===== src/rtl/mult_div_unit.sv =====
`default_nettype none
// ============================================================================
// Module      : mult_div_unit
// Description : Multicycle signed multiply/divide unit feeding the Hi/Lo
//               registers. Radix-2 Booth multiply and restoring divide, one
//               step per cycle, WIDTH steps per operation.
//               Optional macro MULT_DIV_UNSIGNED_EN adds the is_unsigned
//               input for MULTU/DIVU behaviour.
// Revision    : 1.0 - initial release
// ============================================================================
module mult_div_unit #(
    parameter int WIDTH = 32,
    parameter int CNT_W = 6
) (
    input  logic             clk,
    input  logic             reset,
    input  logic             mult_start,
    input  logic             div_start,
`ifdef MULT_DIV_UNSIGNED_EN
    input  logic             is_unsigned,
`endif
    input  logic [WIDTH-1:0] src_a,
    input  logic [WIDTH-1:0] src_b,
    output logic             busy,
    output logic             done,
    output logic             dzero,
    output logic [WIDTH-1:0] hi,
    output logic [WIDTH-1:0] lo
);

    localparam logic [1:0] c_IDLE   = 2'd0;
    localparam logic [1:0] c_MULT   = 2'd1;
    localparam logic [1:0] c_DIV    = 2'd2;
    localparam logic [1:0] c_FINISH = 2'd3;

    // Upper accumulator carries two guard bits so the Booth add/subtract of a
    // most-negative (or zero-extended unsigned) multiplicand cannot overflow.
    localparam int                c_AW        = WIDTH + 2;
    localparam logic [CNT_W-1:0]  c_LAST_STEP = CNT_W'(WIDTH - 1);
    localparam logic [CNT_W-1:0]  c_CNT_ONE   = CNT_W'(1);

    logic [1:0]       r_state;
    logic [1:0]       w_next_state;
    logic [CNT_W-1:0] r_cnt;
    logic [c_AW-1:0]  r_acc_hi;
    logic [WIDTH-1:0] r_acc_lo;
    logic             r_booth;
    logic [c_AW-1:0]  r_opb;
    logic             r_is_div;
    logic             r_neg_q;
    logic             r_neg_r;
    logic             r_unsigned;
    logic             r_b_msb;
    logic             r_busy;
    logic             r_done;
    logic             r_dzero;
    logic [WIDTH-1:0] r_hi;
    logic [WIDTH-1:0] r_lo;

    logic             w_unsigned;
    logic             w_idle;
    logic             w_accept_mult;
    logic             w_accept_div;
    logic             w_div_zero;
    logic             w_a_neg;
    logic             w_b_neg;
    logic [WIDTH-1:0] w_a_mag;
    logic [WIDTH-1:0] w_b_mag;
    logic [c_AW-1:0]  w_booth_sum;
    logic [c_AW-1:0]  w_rem_shift;
    logic [c_AW-1:0]  w_trial;
    logic             w_fits;
    logic [WIDTH-1:0] w_rem_part;
    logic [WIDTH-1:0] w_mult_hi;
    logic [WIDTH-1:0] w_div_hi;
    logic [WIDTH-1:0] w_div_lo;

`ifdef MULT_DIV_UNSIGNED_EN
    assign w_unsigned = is_unsigned;
`else
    assign w_unsigned = 1'b0;
`endif

    // Start decode: multiply has priority, a zero divisor never leaves IDLE.
    assign w_idle        = (r_state == c_IDLE);
    assign w_accept_mult = w_idle && mult_start;
    assign w_accept_div  = w_idle && !mult_start && div_start && (src_b != '0);
    assign w_div_zero    = w_idle && !mult_start && div_start && (src_b == '0);

    // Operand magnitudes for the divider; signs are ignored for DIVU.
    assign w_a_neg = !w_unsigned && src_a[WIDTH-1];
    assign w_b_neg = !w_unsigned && src_b[WIDTH-1];
    assign w_a_mag = w_a_neg ? -src_a : src_a;
    assign w_b_mag = w_b_neg ? -src_b : src_b;

    // Booth step: inspect the multiplier LSB and the extra bit.
    always_comb begin
        w_booth_sum = r_acc_hi;
        case ({r_acc_lo[0], r_booth})
            2'b01:   w_booth_sum = r_acc_hi + r_opb;
            2'b10:   w_booth_sum = r_acc_hi - r_opb;
            default: w_booth_sum = r_acc_hi;
        endcase
    end

    // Restoring divide step: shift in the next dividend bit and trial-subtract.
    assign w_rem_shift = {1'b0, r_acc_hi[WIDTH-1:0], r_acc_lo[WIDTH-1]};
    assign w_trial     = w_rem_shift - r_opb;
    assign w_fits      = !w_trial[c_AW-1];

    // Final result shaping: MULTU correction and divide sign fix-up.
    assign w_rem_part = r_acc_hi[WIDTH-1:0];
    assign w_mult_hi  = w_rem_part + ((r_unsigned && r_b_msb) ? r_opb[WIDTH-1:0] : '0);
    assign w_div_lo   = r_neg_q ? -r_acc_lo : r_acc_lo;
    assign w_div_hi   = r_neg_r ? -w_rem_part : w_rem_part;

    // State register.
    always_ff @(posedge clk) begin
        if (reset) begin
            r_state <= c_IDLE;
        end else begin
            r_state <= w_next_state;
        end
    end

    // Next-state logic: WIDTH steps in MULT/DIV, then a single FINISH cycle.
    always_comb begin
        w_next_state = r_state;
        case (r_state)
            c_IDLE: begin
                if (w_accept_mult) begin
                    w_next_state = c_MULT;
                end else if (w_accept_div) begin
                    w_next_state = c_DIV;
                end
            end
            c_MULT, c_DIV: begin
                if (r_cnt == c_LAST_STEP) begin
                    w_next_state = c_FINISH;
                end
            end
            c_FINISH: w_next_state = c_IDLE;
            default:  w_next_state = c_IDLE;
        endcase
    end

    // Datapath, status flags and the architectural Hi/Lo registers.
    always_ff @(posedge clk) begin
        if (reset) begin
            r_cnt      <= '0;
            r_acc_hi   <= '0;
            r_acc_lo   <= '0;
            r_booth    <= 1'b0;
            r_opb      <= '0;
            r_is_div   <= 1'b0;
            r_neg_q    <= 1'b0;
            r_neg_r    <= 1'b0;
            r_unsigned <= 1'b0;
            r_b_msb    <= 1'b0;
            r_busy     <= 1'b0;
            r_done     <= 1'b0;
            r_dzero    <= 1'b0;
            r_hi       <= '0;
            r_lo       <= '0;
        end else begin
            r_done  <= 1'b0;
            r_dzero <= w_div_zero;
            r_busy  <= (r_state == c_MULT) || (r_state == c_DIV);
            case (r_state)
                c_IDLE: begin
                    if (w_accept_mult) begin
                        r_cnt      <= '0;
                        r_acc_hi   <= '0;
                        r_acc_lo   <= src_b;
                        r_booth    <= 1'b0;
                        r_opb      <= w_unsigned ? {2'b00, src_a}
                                                 : {{2{src_a[WIDTH-1]}}, src_a};
                        r_is_div   <= 1'b0;
                        r_unsigned <= w_unsigned;
                        r_b_msb    <= src_b[WIDTH-1];
                    end else if (w_accept_div) begin
                        r_cnt      <= '0;
                        r_acc_hi   <= '0;
                        r_acc_lo   <= w_a_mag;
                        r_booth    <= 1'b0;
                        r_opb      <= {2'b00, w_b_mag};
                        r_is_div   <= 1'b1;
                        r_neg_q    <= w_a_neg ^ w_b_neg;
                        r_neg_r    <= w_a_neg;
                        r_unsigned <= w_unsigned;
                        r_b_msb    <= src_b[WIDTH-1];
                    end
                end
                c_MULT: begin
                    r_acc_hi <= {w_booth_sum[c_AW-1], w_booth_sum[c_AW-1:1]};
                    r_acc_lo <= {w_booth_sum[0], r_acc_lo[WIDTH-1:1]};
                    r_booth  <= r_acc_lo[0];
                    r_cnt    <= r_cnt + c_CNT_ONE;
                end
                c_DIV: begin
                    r_acc_hi <= w_fits ? w_trial : w_rem_shift;
                    r_acc_lo <= {r_acc_lo[WIDTH-2:0], w_fits};
                    r_cnt    <= r_cnt + c_CNT_ONE;
                end
                c_FINISH: begin
                    r_done <= 1'b1;
                    r_hi   <= r_is_div ? w_div_hi : w_mult_hi;
                    r_lo   <= r_is_div ? w_div_lo : r_acc_lo;
                end
                default: begin
                end
            endcase
        end
    end

    assign busy  = r_busy;
    assign done  = r_done;
    assign dzero = r_dzero;
    assign hi    = r_hi;
    assign lo    = r_lo;

endmodule
`default_nettype wire


===== config.mk =====
export PLATFORM = sky130hd
export DESIGN_NAME = mult_div_unit
export DESIGN_NICKNAME = d
export VERILOG_FILES = /design/src/rtl/mult_div_unit.sv
export SDC_FILE = /design/constraint.sdc
export NUM_CORES = 1
export LEC_CHECK = 0
export ABC_AREA = 1
export CORE_MARGIN = 2
export CORE_UTILIZATION = 35
export CTS_CLUSTER_DIAMETER = 120
export DETAILED_ROUTE_END_ITERATION = 10
export GPL_TIMING_DRIVEN = 0
export PLACE_DENSITY = 0.59
export SETUP_SLACK_MARGIN = 0.5
export SYNTH_ARGS = -nofsm -noshare
export SYNTH_HDL_FRONTEND = slang
export SYNTH_SLANG_ARGS = --single-unit

===== constraint.sdc =====
create_clock -name clk -period 5.4 [get_ports clk]
set_clock_uncertainty 0.2 [all_clocks]
set_input_delay 0.54 -clock clk [delete_from_list [all_inputs] [get_ports clk]]
set_output_delay 0.54 -clock clk [all_outputs]
set_load 0.02 [all_outputs]

## After elaboration in Yosys (flattened, before gate mapping)

Index checks and enable logic that the tools add are counted.

| storage, ports and cells | value |
|---|---|
| flip-flop bits (word level) | 181 |
| input port bits | 68 |

| operators by class | value |
|---|---|
| add/sub/neg operators | 9 |
| eq/ne operators | 8 |
| multiplexer cells | 32 |
| bitwise logic cells | 2 |
| reductions and logical operators | 23 |

Operator list:

| cell | count |
|---|---|
| $mux 32 | 9 |
| $mux 34 | 4 |
| $neg 32->32 | 4 |
| $pmux 34 s3 | 1 |
| $pmux 32 s3 | 1 |
| $pmux 34 s2 | 1 |
| $add 34x34->34 | 1 |
| $sub 33x34->34 | 1 |
| $sub 34x34->34 | 1 |
| $mux 33 | 1 |
| $add 32x32->32 | 1 |
| $logic_not 32->1 | 1 |
| $reduce_bool 32->1 | 1 |
| $mux 6 | 2 |
| $pmux 6 s2 | 1 |
| $reduce_and 2->1 | 5 |
| $mux 1 | 7 |
| $add 6x1->6 const B | 1 |
| $eq 2x2->1 const B | 3 |
| $eq 6x5->1 const B | 1 |
| $logic_and 1x1->1 | 6 |
| $mux 2 | 3 |
| $pmux 2 s3 | 1 |
| $reduce_bool 2->1 | 3 |
| 12 further kinds | 14 |

## Logic depth before layout (Yosys ltp)

| logic depth | value |
|---|---|
| depth after elaboration | 7 |
| depth in mapped cells | 25 |
| mapped depth without buffers | 25 |

## Worst setup path after synthesis

No wires, ideal clock.

| path | value |
|---|---|
| path type | reg2reg |
| from | register r_opb[1] |
| to | register r_acc_hi[32] |
| library setup time | 121 ps |
| data arrival time | 2940 ps |
| path slack | 2140 ps |
| stages on the path, launching flop included | 24 |
| path buffers | 0 |
| clock period less this slack | 3260 ps |
| path through | dfxtp_1 -> inv_1 -> ha_1 -> nand3_1 -> nor3_1 -> nand3_1 -> inv_1 -> nand4_1 -> nand2_1 -> o21ai_1 -> nor2_1 -> nand2_1 -> xor2_1 -> ha_1 -> inv_1 -> o21bai_1 -> a21boi_0 -> nand2_1 -> a21oi_1 -> nand3_1 -> nand3_1 -> nand2_1 -> nand3_1 -> nand3_1 |

| between the ends | value |
|---|---|
| longest elaborated chain between the ends | 3 |
| elaborated cells between the ends (all ways) | 6 |
| classes of those cells | add/sub: 3; mux: 3 |

Ends and longest elaborated chain:

| what | line | RTL |
|---|---|---|
| from (decl) | 48 | `logic [c_AW-1:0] r_opb;` |
| from (signal assigned) | 176 | `r_opb <= w_unsigned ? {2'b00, src_a}` |
| from (signal assigned) | 186 | `r_opb <= {2'b00, w_b_mag};` |
| $sub 34x34->34, or another cell as far along | 101 | `2'b10: w_booth_sum = r_acc_hi - r_opb;` |
| $pmux 34 s2 or $mux 33 (tied branches) | 99, 201 |  |
| $pmux 34 s3 * | 169 | `case (r_state)` |
| to (signal assigned) | 195 | `r_acc_hi <= {w_booth_sum[c_AW-1], w_booth_sum[c_AW-1:1]};` |
| to (signal assigned) | 201 | `r_acc_hi <= w_fits ? w_trial : w_rem_shift;` |
| to (decl) | 45 | `logic [c_AW-1:0] r_acc_hi;` |

Every way passes the cells marked *; elsewhere a longest branch is shown, timed or not.
A chain may end at the register's enable or synchronous reset.

## Worst setup path after layout

| path | value |
|---|---|
| from | register r_acc_lo[0] |
| to | register r_acc_hi[28] |

| between the ends | value |
|---|---|
| longest elaborated chain between the ends | 3 |
| elaborated cells between the ends (all ways) | 4 |
| classes of those cells | eq/ne: 2; mux: 2 |

Ends and longest elaborated chain:

| what | line | RTL |
|---|---|---|
| from (decl) | 46 | `logic [WIDTH-1:0] r_acc_lo;` |
| from (signal assigned) | 174 | `r_acc_lo <= src_b;` |
| from (signal assigned) | 184 | `r_acc_lo <= w_a_mag;` |
| from (signal assigned) | 196 | `r_acc_lo <= {w_booth_sum[0], r_acc_lo[WIDTH-1:1]};` |
| $eq 2x2->1 or $eq 2x1->1 (tied branches) | 99 | `case ({r_acc_lo[0], r_booth})` |
| $pmux 34 s2 * | 99 |  |
| $pmux 34 s3 * | 169 |  |

Marks and branches as above.

==> impl_metrics.py <==
metrics = {
    "run_status": {
        "outcome": "finished clean",
    },
    "layout": {
        "mostFrequentLayoutCell": "nand2_1",
        "final_nets": 3272,
        "fillerInstances": 5530,
        "stdcell_count": 3802,
        "final_area_mm2": 0.02027,
        "synthToLayoutAreaGrowth_pct": 15.98,
        "multiInputGateArea_mm2": 0.01193,
        "drive_gt1_frac": 0.05069,
        "regArea_mm2": 0.003563,
        "mostFrequentLayoutCells": "791 x nand2_1, 377 x inv_1, 298 x nor2_1",
    },
    "pwr": {
        "p_sw_uw": 5693,
        "internal_power_uw": 4301,
        "power.share.sequential": 0.197,
        "power_uw": 9994,
        "comb_power_share": 0.674,
        "ir_drop_mv": 0.2723,
        "swShare": 0.5696,
        "cellLeakagePower_uw": 0.009663,
        "powerDensity_mw_per_mm2": 493.1,
        "clockPowerShare": 0.128,
    },
    "placed_design": {
        "portBuffers": 133,
        "postPlaceCellArea_mm2": 0.01964,
        "hpwl_um": 63310,
        "dp.cells": 3769,
        "place_ws_ns": 1.040,
        "routabilityCongestion": 0.9853,
    },
    "routing": {
        "post_drt_wl_per_cell_um": 19.67,
        "drtIter0Drc": 1764,
        "via_count": 19980,
        "vias_per_cell": 5.255,
        "drc_errors": 0,
        "drt-total-wl_um": 74770,
        "firstDrtPassIters": 6,
        "ant_nets": 0,
    },
    "synthesis": {
        "ys_async_sr_fraction": 0,
        "avgSynthCellArea_um2": 5.880,
        "ys_seq_elements": 178,
        "muxShareOfSynthArea": 0,
        "yosys.area_share.simple": 0.3751,
        "yosys-top-cells-area": "dfxtp_1 20%, nand2_1 17%, inv_1 8.1%",
        "synth-compound-area-share": 0.1834,
        "ys_types": 61,
        "synth_fp_nets": 3120,
        "postSynthCellCount": 2972,
        "synth_top_cell_by_area": "dfxtp_1",
        "ys.warnings.count": 0,
        "synth_xor_area_frac": 0.06565,
        "synth_top_family_by_area": "simple AND/OR/NAND/NOR gates",
        "yosysSeqAreaShare": 0.2039,
        "synth_top_area_share": 0.2039,
        "netlist_area_mm2": 0.01748,
        "synth-edff-count": 0,
        "ys.flop_type": "dfxtp_1",
        "synthAdderAreaFrac": 0.05813,
    },
    "clocking": {
        "htreeDepth": 4,
        "cts_root_buffer": "clkbuf_16",
        "cts_tree": "built",
        "hold_buffers": 0,
        "clock_latency_ns": 0.47,
        "cts_buffers": 17,
        "numClockSinks": 178,
        "ctsLongestPathBuffers": 2,
        "cts.reportedPaths.clkPinSlew_ns": 0.08,
        "cts_setup_buffers": 0,
        "cts_resized": 0,
    },
    "timing": {
        "setup_violations": 0,
        "fmax_ghz": 0.2203,
        "slew_viol_final": 0,
        "rsz0062_at_grt": "no",
        "hold_violations": 0,
        "setup_ws_ns": 0.8611,
        "fin_tns_setup_ns": 0,
        "worstMarginPinSlew_ns": 0.9472,
        "period_needed_ns": 4.539,
        "max-slew-margin-rel": 0.3686,
        "period_share": 0.8405,
    },
    "global_route": {
        "grt_max_degree": 22,
        "grt_first_pass_wirelength_um": 112800,
        "grtUsageTotal": 0.2915,
        "grt_overflow": 0,
        "antenna_found_initial": 0,
        "grt_pass1_vias": 19030,
    },
    "floorplanning": {
        "initial_utilization": 0.3556,
        "ioPinCount": 135,
        "die_x_um": 227.5,
        "core_mm2": 0.04915,
        "fp.dieH_um": 227.5,
        "num_rows": 81,
        "die_area_mm2": 0.05174,
    },
    "critical_path": {
        "worstPathRequired_ns": 5.56,
        "reg2reg_slack_ns": 0.86,
        "r2r_cells": 18,
        "rr_endpoint": "r_acc_hi[28]",
        "critPathKind": "reg2reg",
        "crit_fanout": 10,
        "worst_setup_path_start_kind": "register",
        "crit_path_end_kind": "register",
        "arrival_ns": 4.70,
        "r2r-start": "r_acc_lo[0]",
    },
    "run": {
        "maxCapViolCount": 0,
    },
    "min_path": {
        "hold_path_class": "reg2reg",
        "holdPathEnd": "r_acc_lo[4]",
        "hold_depth": 2,
        "hp-start": "r_acc_lo[4]",
    },
}
[cells in the mapped netlist, types with 13 or more instances]
cell type	number
a31oi_1	15
nor2_2	13
xnor2_1	21
ha_1	78
o22ai_1	28
nand2_2	23
nand3_1	240
xor2_1	110
inv_2	19
nand3b_1	13
nand2_1	791
clkbuf_1	65
a21oi_1	226
nor3_1	42
inv_1	377
o211ai_1	22
buf_2	14
o21ai_1	21
nand4_1	40
dfxtp_1	178
o21ai_0	189
nor2_1	298
nor4_1	13
[critical path, stage by stage, from the launching register on]
cell	delay, ns
dfxtp_1	0.51
ha_1	0.34
clkbuf_1	0.48
clkbuf_1	0.44
nor2_1	0.11
xor2_1	0.28
inv_1	0.08
ha_1	0.36
nand2_1	0.09
nor2_1	0.16
a21oi_1	0.17
o21ai_0	0.49
nand2_1	0.15
nand3_1	0.12
nand2_1	0.05
o21ai_0	0.19
nand2_1	0.09
nand2_1	0.06
nand2_1	0.04
[cells by family (layout without fill, tap and decap cells)]
kind of cell             Yosys count  in the layout
AO/OA/AOI/OAI                    570            570
adder cells (fa/ha/maj)           80             80
buffers and inverters            503            668
other                              0              1
AND/OR/NAND/NOR                 1510           1510
flip-flops                       178            178
XOR/XNOR                         131            131
[power groups by stage]
stage,clock [uW],sequential [uW],combinational [uW]
3_3_place_gp,0,2000,6620
6_report,1280,1970,6740
5_1_grt,1360,2010,7370
4_1_cts,1310,1970,6640
2_1_floorplan,0,1970,4320
3_5_place_dp,0,1990,6610
[area by class of cell]
cell class | instances | area share
Timing Repair Buffer | 133 | 0.06568
Sequential cell | 178 | 0.1758
Buffer | 103 | 0.02389
Tap cell | 664 | 0.04099
Antenna cell | 1 | 0.0001235
Clock inverter | 15 | 0.01000
Clock buffer | 17 | 0.02099
Multi-Input combinational cell | 2291 | 0.5883
Inverter | 400 | 0.07420
[how the worst max path moves through the flow]
| stage | start | endpoint | slack, ns |
|---|---|---|---|
| after global routing | r_acc_lo[0] | r_acc_hi[28] | 0.60 |
| after floorplan | r_opb[1] | r_acc_hi[32] | 2.14 |
| after CTS | r_acc_lo[0] | r_acc_hi[29] | 1.01 |
| after detailed placement | r_acc_lo[0] | r_acc_hi[29] | 1.04 |
| final | r_acc_lo[0] | r_acc_hi[28] | 0.86 |
| after global placement | r_acc_lo[0] | r_acc_hi[29] | 0.98 |
[routing by layer]
| metal | vias to the layer above | wire (um) | track usage |
|---|---|---|---|
| met4 | 0 | 4343 | 0.1560 |
| met3 | 139 | 3579 | 0.02685 |
| met1 | 9115 | 33350 | 0.3827 |
| met5 | - | 0 | 0 |
| met2 | 672 | 33490 | 0.4728 |
| li1 | 10050 | - | - |
[state kept, by name (all words and copies together), names as in the netlist]
signal and cells:
r_neg_r 1, done 1, r_neg_q 1, r_acc_lo 32, r_state 2, r_opb 33, lo 32, r_cnt 6
r_booth 1, hi 32, dzero 1, r_is_div 1, busy 1, r_acc_hi 34
[through the flow]
stage | utilization | hold WS, ns
floorplan | - | 0.2403
global placement | 0.3995 | 0.2565
detailed placement | 0.3995 | 0.2579
CTS | 0.4123 | 0.2712
global route | 0.4123 | 0.2990
finish | 0.4124 | 0.2681
No activity file was read; power rests on OpenSTA's default activity.
